### config.mk
export PLATFORM = sky130hd
export DESIGN_NAME = multimode_reg_gl
export DESIGN_NICKNAME = d
export VERILOG_FILES = /design/src/rtl/multimode_reg_gl_pkg.sv /design/src/rtl/multimode_bit_cell.sv /design/src/rtl/multimode_reg_gl.sv
export SDC_FILE = /design/constraint.sdc
export NUM_CORES = 1
export LEC_CHECK = 0
export CORE_ASPECT_RATIO = 1.2
export CORE_MARGIN = 5
export CORE_UTILIZATION = 43
export DETAILED_ROUTE_END_ITERATION = 6
export HOLD_SLACK_MARGIN = 0.15
export PLACE_DENSITY_LB_ADDON = 0.05
export SYNTH_ARGS = -nofsm -noshare
export SYNTH_HDL_FRONTEND = slang
export SYNTH_SLANG_ARGS = --single-unit
### constraint.sdc
create_clock -name clk -period 2.3 [get_ports clk]
set_clock_uncertainty 0.1 [all_clocks]
set_input_delay 0.46 -clock clk [delete_from_list [all_inputs] [get_ports clk]]
set_output_delay 0.46 -clock clk [all_outputs]
set_load 0.01 [all_outputs]
### src/rtl/multimode_reg_gl_pkg.sv
// Mode encodings shared by the multimode register and the controllers that drive it.
package multimode_reg_gl_pkg;

    localparam logic [2:0] MODE_HOLD = 3'b000;
    localparam logic [2:0] MODE_LOAD = 3'b001;
    localparam logic [2:0] MODE_SHL  = 3'b010;
    localparam logic [2:0] MODE_SHR  = 3'b011;
    localparam logic [2:0] MODE_INC  = 3'b100;
    localparam logic [2:0] MODE_DEC  = 3'b101;
    localparam logic [2:0] MODE_ROTL = 3'b110;
    localparam logic [2:0] MODE_CLR  = 3'b111;

endpackage

### src/rtl/multimode_bit_cell.sv
// One bit of the multimode register: a flop plus its 8:1 next-state mux.
module multimode_bit_cell
    import multimode_reg_gl_pkg::*;
#(
    parameter logic RESET_BIT = 1'b0
) (
    input  logic       clk,
    input  logic       rst,
    input  logic       en,
    input  logic [2:0] mode,
    input  logic       q_self,
    input  logic       d,
    input  logic       left,
    input  logic       left_rot,
    input  logic       right,
    input  logic       sum,
    output logic       q
);

    logic next;

    // Select the next value of this bit from the mode.
    // left carries sin into bit 0 for SHL; left_rot carries the MSB into bit 0 for ROTL.
    always_comb begin
        next = q_self;
        unique case (mode)
            MODE_HOLD: next = q_self;
            MODE_LOAD: next = d;
            MODE_SHL:  next = left;
            MODE_SHR:  next = right;
            MODE_INC:  next = sum;
            MODE_DEC:  next = sum;
            MODE_ROTL: next = left_rot;
            MODE_CLR:  next = 1'b0;
            default:   next = q_self;
        endcase
    end

    // Bit flop: reset wins, otherwise update only when enabled.
    always_ff @(posedge clk) begin
        if (rst) begin
            q <= RESET_BIT;
        end else if (en) begin
            q <= next;
        end
    end

endmodule

### src/rtl/multimode_reg_gl.sv
// N-bit multimode register built from per-bit cells, a ripple inc/dec chain,
// a registered carry/shift-out flag and a zero detector.
module multimode_reg_gl
    import multimode_reg_gl_pkg::*;
#(
    parameter int                 WIDTH       = 8,
    parameter logic [WIDTH-1:0]   RESET_VALUE = '0
) (
    input  logic             clk,
    input  logic             rst,
    input  logic             en,
    input  logic [2:0]       mode,
    input  logic [WIDTH-1:0] d,
    input  logic             sin,
    output logic [WIDTH-1:0] q,
    output logic             cout,
    output logic             zero
);

    logic [WIDTH-1:0] sum;
    logic [WIDTH-1:0] left_w;
    logic [WIDTH-1:0] rot_w;
    logic [WIDTH-1:0] right_w;
    logic             wrap;

    // Shared ripple chain: increment for INC, decrement for DEC (mode[0] selects).
    // A bit propagates when it is 1 (inc) or 0 (dec); the final carry flags the wrap.
    always_comb begin
        logic c;
        c = 1'b1;
        sum = '0;
        for (int unsigned i = 0; i < WIDTH; i++) begin
            sum[i] = q[i] ^ c;
            c      = (q[i] ^ mode[0]) & c;
        end
        wrap = c;
    end

    for (genvar i = 0; i < WIDTH; i++) begin : g_bit
        if (i == 0) begin : g_lsb
            assign left_w[i] = sin;
            assign rot_w[i]  = q[WIDTH-1];
        end else begin : g_mid_lo
            assign left_w[i] = q[i-1];
            assign rot_w[i]  = q[i-1];
        end

        if (i == WIDTH - 1) begin : g_msb
            assign right_w[i] = sin;
        end else begin : g_mid_hi
            assign right_w[i] = q[i+1];
        end

        multimode_bit_cell #(
            .RESET_BIT(RESET_VALUE[i])
        ) u_cell (
            .clk      (clk),
            .rst      (rst),
            .en       (en),
            .mode     (mode),
            .q_self   (q[i]),
            .d        (d[i]),
            .left     (left_w[i]),
            .left_rot (rot_w[i]),
            .right    (right_w[i]),
            .sum      (sum[i]),
            .q        (q[i])
        );
    end

    // Carry/shift-out flag: captures the bit leaving the register or the wrap.
    always_ff @(posedge clk) begin
        if (rst) begin
            cout <= 1'b0;
        end else if (en) begin
            unique case (mode)
                MODE_HOLD: cout <= cout;
                MODE_LOAD: cout <= 1'b0;
                MODE_SHL:  cout <= q[WIDTH-1];
                MODE_SHR:  cout <= q[0];
                MODE_INC:  cout <= wrap;
                MODE_DEC:  cout <= wrap;
                MODE_ROTL: cout <= q[WIDTH-1];
                MODE_CLR:  cout <= 1'b0;
                default:   cout <= cout;
            endcase
        end
    end

    assign zero = ~|q;

endmodule

==> flow_metrics.tcl, run 1 <==
set metrics [dict create \
    status "finished, final reports clean" \
    grt_max_degree 13 \
    sw_frac_of_total_pct 35.4 \
    num_vias 1191 \
    r2r_cells 5 \
    slew_violations 0 \
    finalSetupViolations 0 \
    ys_seq_area_share_pct 17.2 \
    ir_drop_uv 259 \
    cp_max_fo 7 \
    dieArea_mm2 0.00353 \
    p_clk_share_pct 23.1 \
    core-area_mm2 0.00231 \
    synthCells 137 \
    p_switching_w 0.000206 \
    syn-num-nets 152 \
    cts_resized 1 \
    cts_root_buf "clkbuf_4" \
    placed_area_mm2 0.00142 \
    power_density_mw_per_mm2 403 \
    overflow 0 \
    remaining_drc_errors 0 \
    clkSinkCount 9 \
    io_pins 25 \
    cp.arrival_ns 2.17 \
    max_freq_mhz 472 \
    first_iter_violations 33 \
    place_ws_ns -0.0860 \
    finalWorstSetupSlack_ns 0.182 \
    critPathKind "input pin to flop" \
    hold-path-cell-count 2 \
    rsz0062_at_grt "false" \
    post-route-period-util_pct 92.1 \
    crit_path_top_delay_cell "clkdlybuf4s50_1" \
    seq_power_share_pct 30.7 \
    grt_first_pass_wirelength_mm 5.46 \
    final_nets 189 \
    first_pass_iters 4 \
    synth_area_per_cell_um2 7.65 \
    synth_edf_count 0 \
    clk_latency_ns 0.27 \
    grt_pass1_vias 1176 \
    post-route-cell-area_mm2 0.00144 \
    setup_tns_ns 0 \
    cts.htree.levels 1 \
    portBuffers 24 \
    die_h_um 64.1 \
    drive_gt1_share_pct 22.0 \
    final_common_cell "buf_4" \
    die_w_um 55.1 \
    hold_buffers 0 \
    fin_total_pwr_w 0.000581 \
    yosys_warnings 0 \
    vias_per_cell 5.84 \
    end_kind "flop" \
    post-cts-setup-buffers 0 \
    synth.distinct_cells 53 \
    antenna_found_initial 0 \
    syn_to_final_growth_pct 37.7 \
    p_leak_nw 0.582 \
    finalNonFillerCells 204 \
    drt_wl_total_mm 3.29 \
    drv_cap 0 \
    post-place-cells 200 \
    num_rows 19 \
    tightest_slew_ns 0.368 \
    start_kind "input pin" \
    hold_path.class "flop to flop" \
    ys_ff_latch 9 \
    required_ns 2.36 \
    final_cell_mix "buf_4 (29), clkdlybuf4s50_1 (23), dfxtp_1 (9)" \
    synthesis.area_mm2 0.00105 \
    slew-limit-headroom_pct 75.4 \
    combPwrFrac_pct 46.3 \
    ant_nets 0 \
    post-route-min-period_ns 2.12 \
    cts_buffer_depth 2 \
    intPower_w 0.000376 \
    hold_viol 0 \
    tritoncts "done" \
    cp_cell_sequence "clkdlybuf4s50_1 > or3b_1 > o22ai_2 > nand2_1 > a311o_1" \
    initial_core_util_pct 45.5 \
    diodes 0 \
    cts_inserted_buffers 3 \
    place.gp.congestion 0.901 \
    clk_pin_slew_worst_paths_ns 0.07 \
    crit_path_max_incr_delay_ns 0.58 \
    async_flop_share_pct 0 \
    ys.flop_type "dfxtp_1" \
    hpwl_mm 2.55 \
    grt_usage_pct 20.4 \
    wl_per_cell_um 16.1 \
]
## final cells by class
cell class,count,area (um^2)
fill,229,862
multi-input combinational,101,719
timing repair buffer,53,457
sequential,9,180
tap,31,38.8
clock buffer,4,26.3
inverter,6,22.5
## flip-flops by register name, indices dropped and copies added, names as in the netlist
| register | count |
|---|---|
| g_bit.u_cell.q | 8 |
| cout | 1 |
## final timing paths
| check | from | slack, ns | to |
|---|---|---|---|
| setup reg to reg | g_bit[0].u_cell.q$_SDFFE_PP0P_ | 0.46 | g_bit[7].u_cell.q$_SDFFE_PP0P_ |
| hold / removal | cout$_SDFFE_PP0P_ | 0.50 | cout$_SDFFE_PP0P_ |
| setup / recovery | mode[0] | 0.18 | g_bit[7].u_cell.q$_SDFFE_PP0P_ |
| hold reg to reg | cout$_SDFFE_PP0P_ | 0.50 | cout$_SDFFE_PP0P_ |
## metrics by stage
| stage | util, % | hold WS, ns |
|---|---|---|
| finish | 62.6 | 0.500 |
| global route | 62.6 | 0.544 |
| global placement | 61.5 | 0.469 |
| floorplan | - | 0.421 |
| CTS | 62.6 | 0.499 |
| detailed placement | 61.5 | 0.479 |
## power groups by stage
stage / sequential (W) / combinational [W] / clock, W
4_1_cts: 0.000178 / 0.000269 / 0.000139
6_report: 0.000178 / 0.000269 / 0.000134
3_3_place_gp: 0.000181 / 0.000268 / 0
3_5_place_dp: 0.000181 / 0.000271 / 0
2_1_floorplan: 0.000182 / 0.000157 / 0
5_1_grt: 0.000179 / 0.000292 / 0.000145
## logic make-up after synthesis
kind of cell / Yosys count / synth area share, %
compound gates: 45 / 35.0
xor+xnor: 2 / 1.67
flops: 9 / 17.2
mux: 4 / 3.94
simple gates: 50 / 28.0
buf+inv: 27 / 14.2
## synth_stat cells (3+ instances only)
master	n	area [um^2]
or4b_1	3	30.0
nand2_1	6	22.5
dfxtp_1	9	180
a31oi_1	3	18.8
clkbuf_1	3	11.3
nor2b_1	7	43.8
o2bb2ai_1	3	26.3
nand2b_1	4	25.0
buf_2	8	40.0
nor4_1	3	18.8
a21oi_1	4	20.0
mux2i_1	3	30.0
a21boi_0	4	30.0
buf_4	8	60.1
o21ai_0	3	15.0
nand3_1	5	25.0
inv_1	6	22.5
nor3_1	5	25.0
nor2_1	6	22.5
## per-layer routing
layer,routed length [um],GRT usage (%),vias to the layer above
met1,1420,27.1,560
met5,0,0,-
met2,1630,32.8,40
met3,175,3.26,6
met4,63,6.69,0
li1,-,-,585
## critical path: cells and delay by family
kind | cells | cell delay, ns
AND/OR/NAND/NOR | 2 | 0.56
buffers and inverters | 1 | 0.58
AO/OA/AOI/OAI | 2 | 0.57
Note: power is estimated with default switching activity, not from simulation.
==> inputs of run 2 (changes only) <==
--- a/config.mk
+++ b/config.mk
@@ -6,4 +6,5 @@
 export NUM_CORES = 1
 export LEC_CHECK = 0
+export CAP_MARGIN = 20
 export CORE_ASPECT_RATIO = 1.2
 export CORE_MARGIN = 5
==> constraint.sdc (replaced) <==
create_clock -name clk -period 2.3 [get_ports clk]
set_clock_uncertainty 0.1 [all_clocks]
set_input_delay 0.46 -clock clk [delete_from_list [all_inputs] [get_ports clk]]
set_output_delay 0.46 -clock clk [all_outputs]
set_load 0.1 [all_outputs]
==> run 2 against run 1 <==
Net effect:
- power increased by 21%
- first-iteration DRC count is 39% higher
- die area unchanged
- sequential power grew 7%
- setup slack lost 0.042 ns
- register-to-register slack gained 0.03 ns
==> flow_metrics.tcl, run 2 (same netlist as run 1, synthesis figures left out) <==
set metrics [dict create \
    drive_gt1_share_pct 24.1 \
    clkSinkCount 9 \
    whs_ns 0.474 \
    largest_register_ff_count 8 \
    finalWorstSetupSlack_ns 0.140 \
    slew-limit-headroom_pct 71.5 \
    io_pins 25 \
    start_kind "flop" \
    sw_frac_of_total_pct 45.3 \
    intPower_w 0.000385 \
    tritoncts "done" \
    p_clk_share_pct 18.1 \
    post-cts-setup-buffers 0 \
    required_ns 1.74 \
    post-route-min-period_ns 2.16 \
    cts.htree.levels 1 \
    critPathKind "flop to primary output" \
    final_cell_mix "buf_4 (25), clkdlybuf4s50_1 (14), dfxtp_1 (9)" \
    ir_drop_uv 463 \
    p_switching_w 0.000319 \
    slew_violations 0 \
    cts_inserted_buffers 3 \
    antenna_found_initial 0 \
    diodes 0 \
    dieArea_mm2 0.00353 \
    place_ws_ns -0.0251 \
    finalSetupViolations 0 \
    post-place-cells 189 \
    syn_to_final_growth_pct 32.6 \
    status "finished, final reports clean" \
    grt_first_pass_wirelength_mm 5.17 \
    rsz0062_at_grt "false" \
    vias_per_cell 6.01 \
    post-route-period-util_pct 93.9 \
    grt_pass1_vias 1100 \
    seq_power_share_pct 27.2 \
    hold_viol 0 \
    num_rows 19 \
    max_freq_mhz 463 \
    power_density_mw_per_mm2 507 \
    hold_path.class "flop to flop" \
    first_iter_violations 46 \
    combPwrFrac_pct 54.7 \
    remaining_drc_errors 0 \
    drv_cap 0 \
    drt_wl_total_mm 3.19 \
    ant_nets 0 \
    cts_buffer_depth 2 \
    grt_usage_pct 19.5 \
    finalNonFillerCells 193 \
    nFillCells 228 \
    regMostFlops "g_bit.u_cell.q" \
    final_nets 178 \
    cp.arrival_ns 1.60 \
    cts_root_buf "clkbuf_4" \
    overflow 0 \
    tightest_slew_ns 0.427 \
    initial_core_util_pct 45.5 \
    num_vias 1160 \
    wl_per_cell_um 16.5 \
    die_w_um 55.1 \
    hpwl_mm 2.47 \
    place.gp.congestion 0.985 \
    cts_resized 0 \
    first_pass_iters 4 \
    setup_tns_ns 0 \
    final_common_cell "buf_4" \
    hold_buffers 0 \
    die_h_um 64.1 \
    fin_total_pwr_w 0.000704 \
    clk_pin_slew_worst_paths_ns 0.06 \
    portBuffers 24 \
    p_leak_nw 0.558 \
    top_regs "g_bit.u_cell.q (8), cout (1)" \
    clk_latency_ns 0.26 \
    grt_max_degree 16 \
    cp_max_fo 6 \
    core-area_mm2 0.00231 \
    end_kind "primary output" \
]
[run 2: cell count changes in the layout (fill, tap and decap cells not counted), sizes merged]
cell | before | now
buf | 29 | 28
clkdlybuf4s50 | 23 | 14
dlygate4sd2 | 1 | 0
[run 2: final timing paths]
kind,startpoint,end,slack (ns),cells past startpoint
min reg2reg,g_bit[4].u_cell.q$_SDFFE_PP0P_,g_bit[4].u_cell.q$_SDFFE_PP0P_,0.47,2
max reg2reg,g_bit[0].u_cell.q$_SDFFE_PP0P_,g_bit[7].u_cell.q$_SDFFE_PP0P_,0.49,5
min,g_bit[4].u_cell.q$_SDFFE_PP0P_,g_bit[4].u_cell.q$_SDFFE_PP0P_,0.47,2
max,g_bit[1].u_cell.q$_SDFFE_PP0P_,zero,0.14,3
[run 2: layout make-up]
cell class / instances / area (um^2) / share of cell area, %
multi-input combinational: 101 / 734 / 52.8
timing repair buffer: 42 / 388 / 27.9
inverter: 6 / 22.5 / 1.62
tap: 31 / 38.8 / 2.79
sequential: 9 / 180 / 13.0
clock buffer: 4 / 26.3 / 1.89
[run 2: power groups by stage]
stage	sequential [W]	clock, W	combinational [W]
6_report	0.000191	0.000128	0.000385
5_1_grt	0.000194	0.000145	0.000405
4_1_cts	0.000191	0.000131	0.000386
3_5_place_dp	0.000194	0	0.000385
3_3_place_gp	0.000194	0	0.000382
2_1_floorplan	0.000188	0	0.000278
[run 2: stage by stage]
stage          instance area [um^2]  util (%)
2_1_floorplan                  1070         -
3_3_place_gp                   1360      59.1
3_5_place_dp                   1360      59.1
4_1_cts                        1390      60.3
5_1_grt                        1390      60.3
6_report                       1390      60.3
[run 2: worst max-delay path: stages (launching register included)]
cell	delay [ns]
dfxtp_1	0.37
or4_4	0.55
nor3_4	0.21
buf_12	0.20
[run 2: metal layers]
metal	track usage, %	vias to the layer above	wire, um
met5	0	-	0
li1	-	574	-
met2	32.4	36	1670
met3	4.88	4	208
met4	4.86	0	34
met1	24.5	546	1280
